<file path="src/rtl/regfile_pkg.sv">
// Shared constants, state encoding and bypass-compare helper for the 2R1W register file.
package regfile_pkg;

  localparam int DEF_DATA_W = 32;
  localparam int DEF_ADDR_W = 4;
  localparam int CMP_W      = 16;

  typedef enum logic {
    ST_CLEAR = 1'b0,
    ST_READY = 1'b1
  } state_e;

  // Addresses are widened to CMP_W so one helper serves any ADDR_W up to CMP_W.
  function automatic logic bypass_hit(input logic             wr_en,
                                      input logic             rd_en,
                                      input logic [CMP_W-1:0] wr_addr,
                                      input logic [CMP_W-1:0] rd_addr);
    return wr_en && rd_en && (wr_addr == rd_addr);
  endfunction

endpackage

</file>
<file path="src/rtl/regfile_if.sv">
// Access bus of the 2R1W register file: one write port, two read ports, clear request and busy.
interface regfile_if #(
  parameter int DATA_W = 32,
  parameter int ADDR_W = 4
) ();

  logic              clr;
  logic              wr_en;
  logic [ADDR_W-1:0] wr_addr;
  logic [DATA_W-1:0] wr_data;
  logic              rd_en_a;
  logic [ADDR_W-1:0] addressA;
  logic [DATA_W-1:0] dataA;
  logic              valid_a;
  logic              rd_en_b;
  logic [ADDR_W-1:0] addressB;
  logic [DATA_W-1:0] dataB;
  logic              valid_b;
  logic              busy;

  modport master (
    output clr, wr_en, wr_addr, wr_data,
    output rd_en_a, addressA, rd_en_b, addressB,
    input  dataA, valid_a, dataB, valid_b, busy
  );

  modport slave (
    input  clr, wr_en, wr_addr, wr_data,
    input  rd_en_a, addressA, rd_en_b, addressB,
    output dataA, valid_a, dataB, valid_b, busy
  );

endinterface

</file>
<file path="src/rtl/regfile_clear_fsm.sv">
// Clear engine: walks a pointer over every entry after reset or clr, then hands the array to traffic.
module regfile_clear_fsm
  import regfile_pkg::*;
#(
  parameter int ADDR_W = DEF_ADDR_W
) (
  input  logic              clk,
  input  logic              rst,
  input  logic              i_clr,
  output logic              o_busy,
  output logic              o_ready,
  output logic              o_clr_we,
  output logic [ADDR_W-1:0] o_clr_addr
);

  localparam logic [ADDR_W-1:0] PTR_LAST = {ADDR_W{1'b1}};

  state_e            r_state;
  state_e            w_state_nxt;
  logic [ADDR_W-1:0] r_ptr;
  logic [ADDR_W-1:0] w_ptr_nxt;

  // NOTE: state lives only in clocked blocks written with <=, so every reader sees the pre-edge value.
  always_ff @(posedge clk or posedge rst) begin
    if (rst) begin
      r_state <= ST_CLEAR;
      r_ptr   <= '0;
    end else begin
      r_state <= w_state_nxt;
      r_ptr   <= w_ptr_nxt;
    end
  end

  // NOTE: defaults first so no path leaves a comb output unassigned and infers a latch.
  always_comb begin
    w_state_nxt = r_state;
    w_ptr_nxt   = r_ptr;
    case (r_state)
      ST_CLEAR: begin
        w_ptr_nxt = r_ptr + ADDR_W'(1);
        if (r_ptr == PTR_LAST) begin
          w_state_nxt = ST_READY;
          w_ptr_nxt   = '0;
        end
      end
      ST_READY: begin
        if (i_clr) begin
          w_state_nxt = ST_CLEAR;
          w_ptr_nxt   = '0;
        end
      end
      default: begin
        w_state_nxt = ST_CLEAR;
        w_ptr_nxt   = '0;
      end
    endcase
  end

  always_comb begin
    o_ready    = (r_state == ST_READY);
    o_busy     = !o_ready;
    o_clr_we   = (r_state == ST_CLEAR);
    o_clr_addr = r_ptr;
  end

endmodule

</file>
<file path="src/rtl/regfile_2r1w.sv">
// Parametrised register file, 1 write / 2 registered read ports with write-to-read bypass.
// Build option: define ZERO_REG_EN to hardwire entry 0 to zero.
module regfile_2r1w
  import regfile_pkg::*;
#(
  parameter int DATA_W = DEF_DATA_W,
  parameter int ADDR_W = DEF_ADDR_W
) (
  input logic      clk,
  input logic      rst,
  regfile_if.slave bus
);

  localparam int DEPTH = 2 ** ADDR_W;

  logic [DATA_W-1:0] r_mem [DEPTH];
  logic [DATA_W-1:0] r_data_a, r_data_b;
  logic              r_valid_a, r_valid_b;
  logic [DATA_W-1:0] w_rd_a, w_rd_b;
  logic              w_ready, w_busy, w_clr_we, w_user_we;
  logic [ADDR_W-1:0] w_clr_addr;

  regfile_clear_fsm #(.ADDR_W(ADDR_W)) u_clear_fsm (
    .clk        (clk),
    .rst        (rst),
    .i_clr      (bus.clr),
    .o_busy     (w_busy),
    .o_ready    (w_ready),
    .o_clr_we   (w_clr_we),
    .o_clr_addr (w_clr_addr)
  );

`ifdef ZERO_REG_EN
  assign w_user_we = w_ready && bus.wr_en && (bus.wr_addr != '0);
`else
  assign w_user_we = w_ready && bus.wr_en;
`endif

  // NOTE: the array has no reset branch; it is zeroed by the clear engine so it maps onto plain RAM.
  always_ff @(posedge clk) begin
    if (w_clr_we) begin
      r_mem[w_clr_addr] <= '0;
    end else if (w_user_we) begin
      r_mem[bus.wr_addr] <= bus.wr_data;
    end
  end

  always_comb begin
    w_rd_a = r_mem[bus.addressA];
    w_rd_b = r_mem[bus.addressB];
    if (bypass_hit(bus.wr_en, bus.rd_en_a, CMP_W'(bus.wr_addr), CMP_W'(bus.addressA)))
      w_rd_a = bus.wr_data;
    if (bypass_hit(bus.wr_en, bus.rd_en_b, CMP_W'(bus.wr_addr), CMP_W'(bus.addressB)))
      w_rd_b = bus.wr_data;
`ifdef ZERO_REG_EN
    if (bus.addressA == '0) w_rd_a = '0;
    if (bus.addressB == '0) w_rd_b = '0;
`endif
  end

  // Read data holds whenever no read is accepted, including throughout a clear.
  always_ff @(posedge clk or posedge rst) begin
    if (rst) begin
      r_data_a  <= '0;
      r_data_b  <= '0;
      r_valid_a <= 1'b0;
      r_valid_b <= 1'b0;
    end else if (w_ready) begin
      r_valid_a <= bus.rd_en_a;
      r_valid_b <= bus.rd_en_b;
      if (bus.rd_en_a) r_data_a <= w_rd_a;
      if (bus.rd_en_b) r_data_b <= w_rd_b;
    end else begin
      r_valid_a <= 1'b0;
      r_valid_b <= 1'b0;
    end
  end

  assign bus.dataA   = r_data_a;
  assign bus.dataB   = r_data_b;
  assign bus.valid_a = r_valid_a;
  assign bus.valid_b = r_valid_b;
  assign bus.busy    = w_busy;

endmodule
</file>
<file path="src/flat_wrapper.sv">
// flat-port wrapper written by rule: the top's interface ports become plain ports
module regfile_2r1w_flat import regfile_pkg::*;
#(
  parameter int DATA_W = DEF_DATA_W,
  parameter int ADDR_W = DEF_ADDR_W
)
  (clk, rst, bus_clr, bus_wr_en, bus_wr_addr, bus_wr_data, bus_rd_en_a, bus_addressA, bus_rd_en_b, bus_addressB, bus_dataA, bus_valid_a, bus_dataB, bus_valid_b, bus_busy);
  regfile_if #(.DATA_W(DATA_W), .ADDR_W(ADDR_W)) bus_i ();
  input logic clk;
  input logic rst;
  input wire logic [$bits(bus_i.clr)-1:0] bus_clr;
  input wire logic [$bits(bus_i.wr_en)-1:0] bus_wr_en;
  input wire logic [$bits(bus_i.wr_addr)-1:0] bus_wr_addr;
  input wire logic [$bits(bus_i.wr_data)-1:0] bus_wr_data;
  input wire logic [$bits(bus_i.rd_en_a)-1:0] bus_rd_en_a;
  input wire logic [$bits(bus_i.addressA)-1:0] bus_addressA;
  input wire logic [$bits(bus_i.rd_en_b)-1:0] bus_rd_en_b;
  input wire logic [$bits(bus_i.addressB)-1:0] bus_addressB;
  output wire logic [$bits(bus_i.dataA)-1:0] bus_dataA;
  output wire logic [$bits(bus_i.valid_a)-1:0] bus_valid_a;
  output wire logic [$bits(bus_i.dataB)-1:0] bus_dataB;
  output wire logic [$bits(bus_i.valid_b)-1:0] bus_valid_b;
  output wire logic [$bits(bus_i.busy)-1:0] bus_busy;
  assign bus_i.clr = bus_clr;
  assign bus_i.wr_en = bus_wr_en;
  assign bus_i.wr_addr = bus_wr_addr;
  assign bus_i.wr_data = bus_wr_data;
  assign bus_i.rd_en_a = bus_rd_en_a;
  assign bus_i.addressA = bus_addressA;
  assign bus_i.rd_en_b = bus_rd_en_b;
  assign bus_i.addressB = bus_addressB;
  assign bus_dataA = bus_i.dataA;
  assign bus_valid_a = bus_i.valid_a;
  assign bus_dataB = bus_i.dataB;
  assign bus_valid_b = bus_i.valid_b;
  assign bus_busy = bus_i.busy;
  regfile_2r1w #(.DATA_W(DATA_W), .ADDR_W(ADDR_W)) u_core (.clk(clk), .rst(rst), .bus(bus_i));
endmodule
</file>
<file path="config.mk">
export PLATFORM = sky130hd
export DESIGN_NAME = regfile_2r1w_flat
export DESIGN_NICKNAME = d
export VERILOG_FILES = /design/src/rtl/regfile_pkg.sv /design/src/rtl/regfile_if.sv /design/src/rtl/regfile_clear_fsm.sv /design/src/rtl/regfile_2r1w.sv /design/src/flat_wrapper.sv
export SDC_FILE = /design/constraint.sdc
export NUM_CORES = 1
export LEC_CHECK = 0
export CAP_MARGIN = 20
export CORE_UTILIZATION = 30
export DETAILED_ROUTE_END_ITERATION = 6
export HOLD_SLACK_MARGIN = 0.05
export PLACE_DENSITY_LB_ADDON = 0.08
export SLEW_MARGIN = 25
export SYNTH_ARGS = -nofsm -noshare
export SYNTH_HDL_FRONTEND = slang
export SYNTH_HIERARCHICAL = 1
export SYNTH_SLANG_ARGS = --single-unit
</file>
<file path="constraint.sdc">
create_clock -name clk -period 3.7 [get_ports clk]
set_input_delay 0.925 -clock clk [delete_from_list [all_inputs] [get_ports clk]]
set_output_delay 0.925 -clock clk [all_outputs]
set_load 0.01 [all_outputs]
</file>
==> Word-level counts from Yosys, hierarchy flattened <==
Memories as Yosys holds them, arrays and structs flattened. A register that Yosys moved wholly into a read port is not among the register bits.
Index checks and enable logic that the tools add are counted.
{ "op_classes": {"addsub": 1, "bitwise_logic": 1, "mux": 15, "n_reduce_logical": 5, "n_eq_ne": 2} }
{ "op_table": {"columns": ["cell", "n"], "rows": [
  ["$mux W32", 1],
  ["$reduce_or A32 Y1", 1],
  ["$mux W4", 3],
  ["$mux W1", 9],
  ["$pmux W4 S2", 1],
  ["$add A4 B1 Y4 const B", 1],
  ["$eq A4 B4 Y1 const B", 1],
  ["$reduce_and A2 Y1", 2],
  ["$ne A2 B2 Y1 const B", 1],
  ["$pmux W1 S2", 1],
  ["$logic_and A1 B1 Y1", 1],
  ["$logic_not A1 Y1", 1],
  ["$not A1 Y1", 1]
]} }
{ "word_totals": {"ff_bits": 7, "mem_count": 1, "output_inout_bits": 67, "ramBits": 512} }
{ "mem_list": {"columns": ["name", "words", "width", "rd", "rd_ports_with_merged_regs", "write_ports", "line", "text"], "rows": [
  ["u_core.r_mem", 16, 32, 2, 2, 1, "regfile_2r1w.sv:16", "logic [DATA_W-1:0] r_mem [DEPTH];"]
]} }

==> Longest topological paths before layout <==
{ "depth": {"ltp_word": 6, "mapped_depth": 8} }

==> Cells and area by module <==
The synthesis kept the hierarchy.
{ "by_module_without_submodules": {"columns": ["mod", "n_inst", "area_each_um2", "cells_per_inst"], "rows": [
  ["regfile_2r1w", 1, 26172.6, 1369],
  ["regfile_clear_fsm", 1, 245.2, 25]
]} }

==> Least setup slack after synthesis <==
Ideal clock, no wire load.
{ "synth_path": {"path_kind": "in2reg", "start": "input port bus_wr_en", "end": "memory u_core.r_mem[13][0], enable pin", "path_slack_ns": 0.172, "setup_ns": 0.421, "arrival_time_ns": 3.106, "cell_stages": 5, "path_buffers": 2, "t_required_ns": 3.279, "path_cell_list": "and3b_1 clkbuf_1 clkbuf_1 a31oi_1 nor2_1"} }
{ "synth_via": {"elab_chain_cells": 6, "word_cells_on_any_way": 7, "classes_between": "mux: 5; reduce/logical: 2"} }
{ "synth_rtl": {"columns": ["element", "line", "text"], "rows": [
  ["from (decl)", "flat_wrapper.sv:12", "input wire logic [$bits(bus_i.wr_en)-1:0] bus_wr_en;"],
  ["$logic_and A1 B1 Y1 *", "regfile_2r1w.sv:36", "assign w_user_we = w_ready && bus.wr_en;"],
  ["$mux W1 *", "regfile_2r1w.sv:43", "end else if (w_user_we) begin"],
  ["$mux W1 *", "regfile_2r1w.sv:41", "if (w_clr_we) begin"],
  ["$mux W1 (not written as such) *", "regfile_2r1w.sv:44", "r_mem[bus.wr_addr] <= bus.wr_data;"],
  ["$reduce_or A32 Y1 (no source line)", null, null],
  ["$mux W4 (no source line) or $mux W1 (tied branches)", null, null],
  ["to (decl)", "regfile_2r1w.sv:16", null]
]} }
Mark *: on every way between the ends. The rest lies on a longest branch, timed or not.

==> Worst setup path after layout <==
{ "layout_path": {"start": "input port bus_wr_en", "end": "memory u_core.r_mem[0][18], enable pin"} }
The elaborated chain is that of the path after synthesis.

==> results_dict.tcl <==
set metrics [dict create \
    status "finished, final reports clean" \
    finalWeightedCongestion 0.761 \
    cts_hold_buffers 0 \
    p_switching_mw 5.76 \
    core_area_um2 87000 \
    worstHoldPathCells 1 \
    synth_fp_nets 1445 \
    die-height_um 299 \
    min_period_over_period_pct 76.9 \
    hold_end "u_core/u_clear_fsm/o_clr_addr[3]$_DFFE_PP0P_" \
    setup_tns_ps 0 \
    timing.critical_path.to_type "flip-flop" \
    reg_to_reg_slack_setup_ps 1230 \
    yosys_register_bits 583 \
    grt_antenna_before_repair 0 \
    power_mw 20.9 \
    worstReg2RegEnd "u_core/r_mem[0][18]$_DFFE_PP_" \
    slew_headroom_pct 30.9 \
    critical-path-top-delay-family "buffers and inverters" \
    grt_pass1_vias 16284 \
    grt_remaining_overflow 0 \
    cellInternalPower_mw 15.1 \
    cp.depth 6 \
    async_reset_ff_share_pct 12.2 \
    worst-slew-pin-transition_ps 1030 \
    clkTransAtPathRegs_ps 60 \
    final.setup.worst_slack_ps 855 \
    postRouteAntennaNets 0 \
    cts_tree "built" \
    worst_clock_skew_ps 15.3 \
    hold_viol_final 0 \
    share_seq_of_total_power_pct 43.1 \
    grt_first_pass_wirelength_um 121000 \
    maximum_number_of_buffers_from_clock_root_to_sink 3 \
    pwr-share-comb_pct 22.5 \
    p_leak_nw 11.2 \
    critical_path_required_ps 4010 \
    first_pass_iters 6 \
    vias_per_cell 5.41 \
    gr-usage-all-layers_pct 19.2 \
    cpPeakStageDelay_ps 770 \
    syn_area_um2 26400 \
    htree_levels 3 \
    synth_seq_area_share_pct 64.9 \
    cts_resized 0 \
    finalNetCount 1635 \
    worstSetupStartpointType "input pin" \
    synth-main-ff-cell "sky130_fd_sc_hd__edfxtp_1" \
    clk_root_buffer_cell "sky130_fd_sc_hd__clkbuf_16" \
    final.min_clock_period_ps 2840 \
    power.share.switching_pct 27.6 \
    length_in_cells_of_the_worst_reg_to_reg_path 5 \
    layout.cells.most_common "sky130_fd_sc_hd__edfxtp_1" \
    post_synth_num_cell_types 37 \
    io_pins 117 \
    hold_path_class "reg -> reg" \
    rsz0062_at_grt "no" \
    rr_startpoint "u_core/u_clear_fsm/o_ready$_DFF_PP0_" \
    hold_slack_ps 572 \
    initialDrtViolationCount 1437 \
    worst_hold_startpoint "u_core/u_clear_fsm/o_clr_addr[3]$_DFFE_PP0P_" \
    synthToLayoutAreaGrowth_pct 22.9 \
    finalMaxSlewViolations 0 \
    max_fclk_mhz 352 \
    slowest_stage "sky130_fd_sc_hd__a31oi_1" \
    latest_clock_arrival_within_the_worst_skew_pair_ps 610 \
    power_density_nw_per_um2 643 \
    cts-buffers-inserted 68 \
    postCtsSetupBuffers 0 \
    drt_drc_violations_left 0 \
    synth_area_per_cell_um2 19.0 \
    cp_max_fo 21 \
    setup-violations-final 0 \
    mostFrequentLayoutCells "sky130_fd_sc_hd__edfxtp_1, sky130_fd_sc_hd__mux4_2, sky130_fd_sc_hd__a22oi_1, sky130_fd_sc_hd__clkdlybuf4s50_1, sky130_fd_sc_hd__buf_4" \
    worst_ir_drop_vdd_uv 413 \
    fp-row-count 108 \
    dieArea_um2 89300 \
    cts.sinks 583 \
    timing.max_cap.violations 0 \
    worstSetupPathType "in -> reg" \
    route.vias.total 15112 \
    floorplan.initialDensity_pct 30.4 \
    hpwl_after_detailed_placement_um 53000 \
    detailedPlace.worstSlack_ps 284 \
    drive_above_1_share_pct 33.0 \
    yosys_warnings 6 \
    crit_path_cell_trace "clkdlybuf4s50_1 > and3b_2 > nor3_1 > a31oi_1 > nor2_4 > buf_4" \
    cp_num_buf_inv 2 \
    port_buffers 116 \
    synth-edff-count 512 \
    antenna_cells 0 \
    synth_cells 1394 \
    routed_wirelength_um 85300 \
    worstPathArrival_ps 3160 \
    final_core_util_pct 37.3 \
    routed_wire_length_per_instance_um 30.5 \
    floorplan_die_width_um 299 \
    clockPowerShare_pct 34.5 \
    grt_max_degree 56 \
]
[stage by stage]
step / cells / area [um^2]
final: 2795 / 32500
after global routing: 2795 / 32500
after floorplan: 1394 / 26400
after detailed placement: 2669 / 30100
after global placement: 2669 / 30100
after CTS: 2795 / 32400
[worst reg2reg max path: cells and delay by family, from the launching register on]
| family | cells | cell delay, ps |
|---|---|---|
| AO/OA/AOI/OAI | 1 | 810 |
| buffers and inverters | 2 | 570 |
| flip-flops | 1 | 370 |
| AND/OR/NAND/NOR | 2 | 420 |
[sequential cells by signal, indices dropped and copies added (netlist names)]
signal and cells:
u_core/r_mem 512, u_core/bus.dataA 32, u_core/bus.dataB 32, u_core/u_clear_fsm/o_clr_addr 4
u_core/bus.valid_a 1, u_core/bus.valid_b 1, u_core/u_clear_fsm/o_ready 1
[final cells by class]
class	count	area, um^2
Timing Repair Buffer	234	2530
Inverter	10	38.8
Fill cell	7963	54600
Multi-Input combinational cell	687	8910
Clock buffer	83	1810
Tap cell	1155	1450
Clock inverter	43	569
Sequential cell	583	17200
[metal layers]
metal	part of all wire [%]	up-vias	global-route usage (%)	routed length (um)
li1	-	6320	-	-
met1	44	8255	26.6	37600
met2	49	459	31.8	41800
met3	5.6	78	3.30	4800
met4	1.3	0	4.00	1080
met5	0	-	0	0
[power by group through the flow]
stage | Combinational [mW] | Clock [mW] | Sequential, mW
floorplan | 2.24 | 0 | 9.15
global placement | 4.74 | 0 | 9.08
detailed placement | 4.76 | 0 | 9.11
CTS | 4.78 | 7.39 | 9.00
global route | 4.98 | 7.63 | 9.12
finish | 4.69 | 7.20 | 8.99
[kinds of logic (layout without fill, tap and decap cells)]
kind of cell | after synthesis | count (layout) | share of synthesized area (%)
adder cells (fa/ha/maj) | 1 | 1 | 0.0474
AND/OR/NAND/NOR | 211 | 211 | 4.11
buffers and inverters | 124 | 370 | 2.17
multiplexers | 256 | 256 | 21.8
XOR/XNOR | 8 | 8 | 0.265
AO/OA/AOI/OAI | 211 | 211 | 6.66
flip-flops | 583 | 583 | 64.9
[synth_stat cells (2+ instances only)]
master	count	area, um^2
sky130_fd_sc_hd__nand3_1	3	15.0
sky130_fd_sc_hd__o221a_2	21	236
sky130_fd_sc_hd__clkbuf_1	74	278
sky130_fd_sc_hd__xor2_1	3	26.3
sky130_fd_sc_hd__buf_1	10	37.5
sky130_fd_sc_hd__nor3_1	2	10.0
sky130_fd_sc_hd__a221o_1	32	320
sky130_fd_sc_hd__mux4_2	256	5770
sky130_fd_sc_hd__buf_2	11	55.1
sky130_fd_sc_hd__edfxtp_1	512	15400
sky130_fd_sc_hd__dfrtp_1	71	1780
sky130_fd_sc_hd__nor3b_1	2	15.0
sky130_fd_sc_hd__nand2_1	71	267
sky130_fd_sc_hd__a21oi_1	5	25.0
sky130_fd_sc_hd__o221a_1	11	124
sky130_fd_sc_hd__xnor2_1	5	43.8
sky130_fd_sc_hd__a31oi_1	7	43.8
sky130_fd_sc_hd__nand2b_1	34	213
sky130_fd_sc_hd__buf_4	13	97.6
sky130_fd_sc_hd__nor2_1	24	90.1
sky130_fd_sc_hd__buf_6	6	67.6
sky130_fd_sc_hd__and2_1	66	413
sky130_fd_sc_hd__o21ai_1	2	10.0
sky130_fd_sc_hd__a22oi_1	128	961
sky130_fd_sc_hd__nor2b_1	5	31.3
sky130_fd_sc_hd__inv_1	9	33.8
[how the worst max path moves through the flow]
stage	from	to	slack (ps)
after floorplan	bus_wr_en	u_core/r_mem[13][0]$_DFFE_PP_	170
after global placement	bus_wr_en	u_core/r_mem[4][4]$_DFFE_PP_	230
after detailed placement	bus_wr_en	u_core/r_mem[4][4]$_DFFE_PP_	280
after CTS	u_core/u_clear_fsm/o_ready$_DFF_PP0_	bus_busy	870
after global routing	bus_wr_en	u_core/r_mem[4][8]$_DFFE_PP_	790
final	bus_wr_en	u_core/r_mem[0][18]$_DFFE_PP_	860
Power figures use the tool's default switching activity.
==> edit (config.mk and constraints unchanged) <==
Make the reset (`rst`) synchronous in 2 clocked blocks.
--- a/src/rtl/regfile_clear_fsm.sv
+++ b/src/rtl/regfile_clear_fsm.sv
@@ -21,7 +21,7 @@
   logic [ADDR_W-1:0] w_ptr_nxt;
 
   // NOTE: state lives only in clocked blocks written with <=, so every reader sees the pre-edge value.
-  always_ff @(posedge clk or posedge rst) begin
+  always_ff @(posedge clk) begin
     if (rst) begin
       r_state <= ST_CLEAR;
       r_ptr   <= '0;
--- a/src/rtl/regfile_2r1w.sv
+++ b/src/rtl/regfile_2r1w.sv
@@ -59,7 +59,7 @@
   end
 
   // Read data holds whenever no read is accepted, including throughout a clear.
-  always_ff @(posedge clk or posedge rst) begin
+  always_ff @(posedge clk) begin
     if (rst) begin
       r_data_a  <= '0;
       r_data_b  <= '0;
Function: no difference found for any inputs over 4 cycles, from zero or initial values and one cycle with rst high; that may be too few to reach the edited logic, so the function may still have changed.
==> edit against the original RTL <==
Synthesized area decreased by 0.44%; largest cell class unchanged; setup slack worse by 32 ps; wire length increased by 3.1%; highest routed layer unchanged; global-route usage up 0.76 points; sequential cell count did not move; via count rose by 1.9%; final area decreased by 1.7%.
Power is not compared: it rests on default switching activity, and its combinational part moved more than twofold at a synthesized area within 25%.
==> edit: results (changes against the original RTL) <==
[layout]
nFillCells=8098  ; +1.7%
layout-drive-gt1-share_pct=28.6  ; -4.5 points
num-nets-final=1666  ; +1.9%

[placed_design]
hpwlAfterDp_mm=50.8  ; -4.2%
dp_slack_ps=286  ; +1.73 ps
place.gp.congestion=0.739  ; -2.9%

[drt]
drt-met1-wl_mm=38.4  ; +2.2%
drt-pass1-iter-count=7  ; +1
dr_wl_met3_mm=4.30  ; -11%
drt_iter0_drc=1345  ; -6.4%
wl_met2_mm=43.8  ; +4.8%
drt_wl_total_mm=87.9  ; +3.1%
vias=15400  ; +1.9%

[critical_path]
worst_path_largest_cell_delay_ps=540  ; -230 ps
worst_path_max_delay_cell=dfxtp_1
worstPathArrival_ps=1950  ; -1210 ps
cp_max_fo=11  ; -48%
crit_start=u_core/u_clear_fsm/o_ready

[global_route]
grt.total_usage_pct=20.0  ; +0.76 points
antenna_found_initial=4  ; +4
grt_pass1_vias=16600  ; +1.8%
grt_max_degree=84  ; +50%
grt_first_pass_wirelength_mm=126  ; +3.5%

[sta]
tightest_slew_ps=1090  ; +61.5 ps

[yosys]
synth_cell_type_count=34  ; -8.1%
synth_seq_area_share_pct=63.9  ; -1.1 points
async_flop_share_pct=0  ; -12 points
synth-compound-area-share_pct=6.89  ; +0.23 points
synth_common_cells=edfxtp_1 (512), mux4_2 (256), nor2_1 (153)
muxShareOfSynthArea_pct=21.9  ; +0.097 points
synth_area_leaders=edfxtp_1 (58%), mux4_2 (22%), dfxtp_1 (5.4%), a22oi_1 (3.7%), o221a_1 (2.7%)
syn_nets=1517  ; +5.0%

[hold_path]
hold_path_startpoint=u_core/bus.dataB[20]

[cts]
cts_buffers=70  ; +2.9%

[power]
ir_drop_uv=259

[run_status]
status=complete, no violations

edit: cell types whose count changed in the layout (fill, tap and decap cells not counted), moves of 34 or more:
| cell | unedited run | this run |
|---|---|---|
| dfxtp_1 | 0 | 71 |
| nor2_1 | 6 | 135 |
| nand2b_1 | 34 | 0 |
| dfrtp_1 | 71 | 0 |
| buf_4 | 80 | 40 |
| o221a_1 | 11 | 64 |
edit: metal layers:
layer / vias to the layer above / track usage (%)
met5: - / 0
met4: 0 / 4.48
met3: 89 / 2.86
met2: 470 / 33.5
met1: 8395 / 27.4
li1: 6450 / -
edit: path summary, 6_finish.rpt:
check,endpoint,slack (ps),cells after the start
setup / recovery,bus_busy,820,2
hold / removal,u_core/bus.dataB[20],590,3
setup reg to reg,u_core/r_mem[2][15],970,6
hold reg to reg,u_core/bus.dataB[20],590,3
edit: per-stage QoR:
step           hold WS (ps)  cell area, sq um  power, W  cells
6_report                589             31900    0.0155   2828
3_5_place_dp            578             29600   0.00885   2698
4_1_cts                 590             31900    0.0157   2828
5_1_grt                 618             31900    0.0160   2828
2_1_floorplan           528             26300   0.00825   1466
3_3_place_gp            580             29600   0.00885   2698
edit: power breakdown:
group | switching (W) | internal (W)
clock | 0.00276 | 0.00401
sequential | 0.0000994 | 0.00730
combinational | 0.000723 | 0.000567
edit: kinds of logic after synthesis:
group,Yosys count
xor+xnor,8
fa+ha+maj,1
simple gates,280
mux,256
flops,583
compound gates,211
buf+inv,127
edit: worst register-to-register path: cells and delay by family, from the launching register on:
kind,cells,cell delay [ps]
DFF,1,540
and+or+nand+nor,3,560
AOI/OAI and AO/OA,1,810
buffers and inverters,2,510
edit: layout make-up:
cell class / count / share of cell area (%)
clock buffers: 103 / 6.46
clock inverters: 27 / 0.643
inverters: 7 / 0.0824
multi-input cells: 756 / 28.4
flip-flops and latches: 583 / 52.7
well taps: 1155 / 4.53
repair buffers: 197 / 7.22
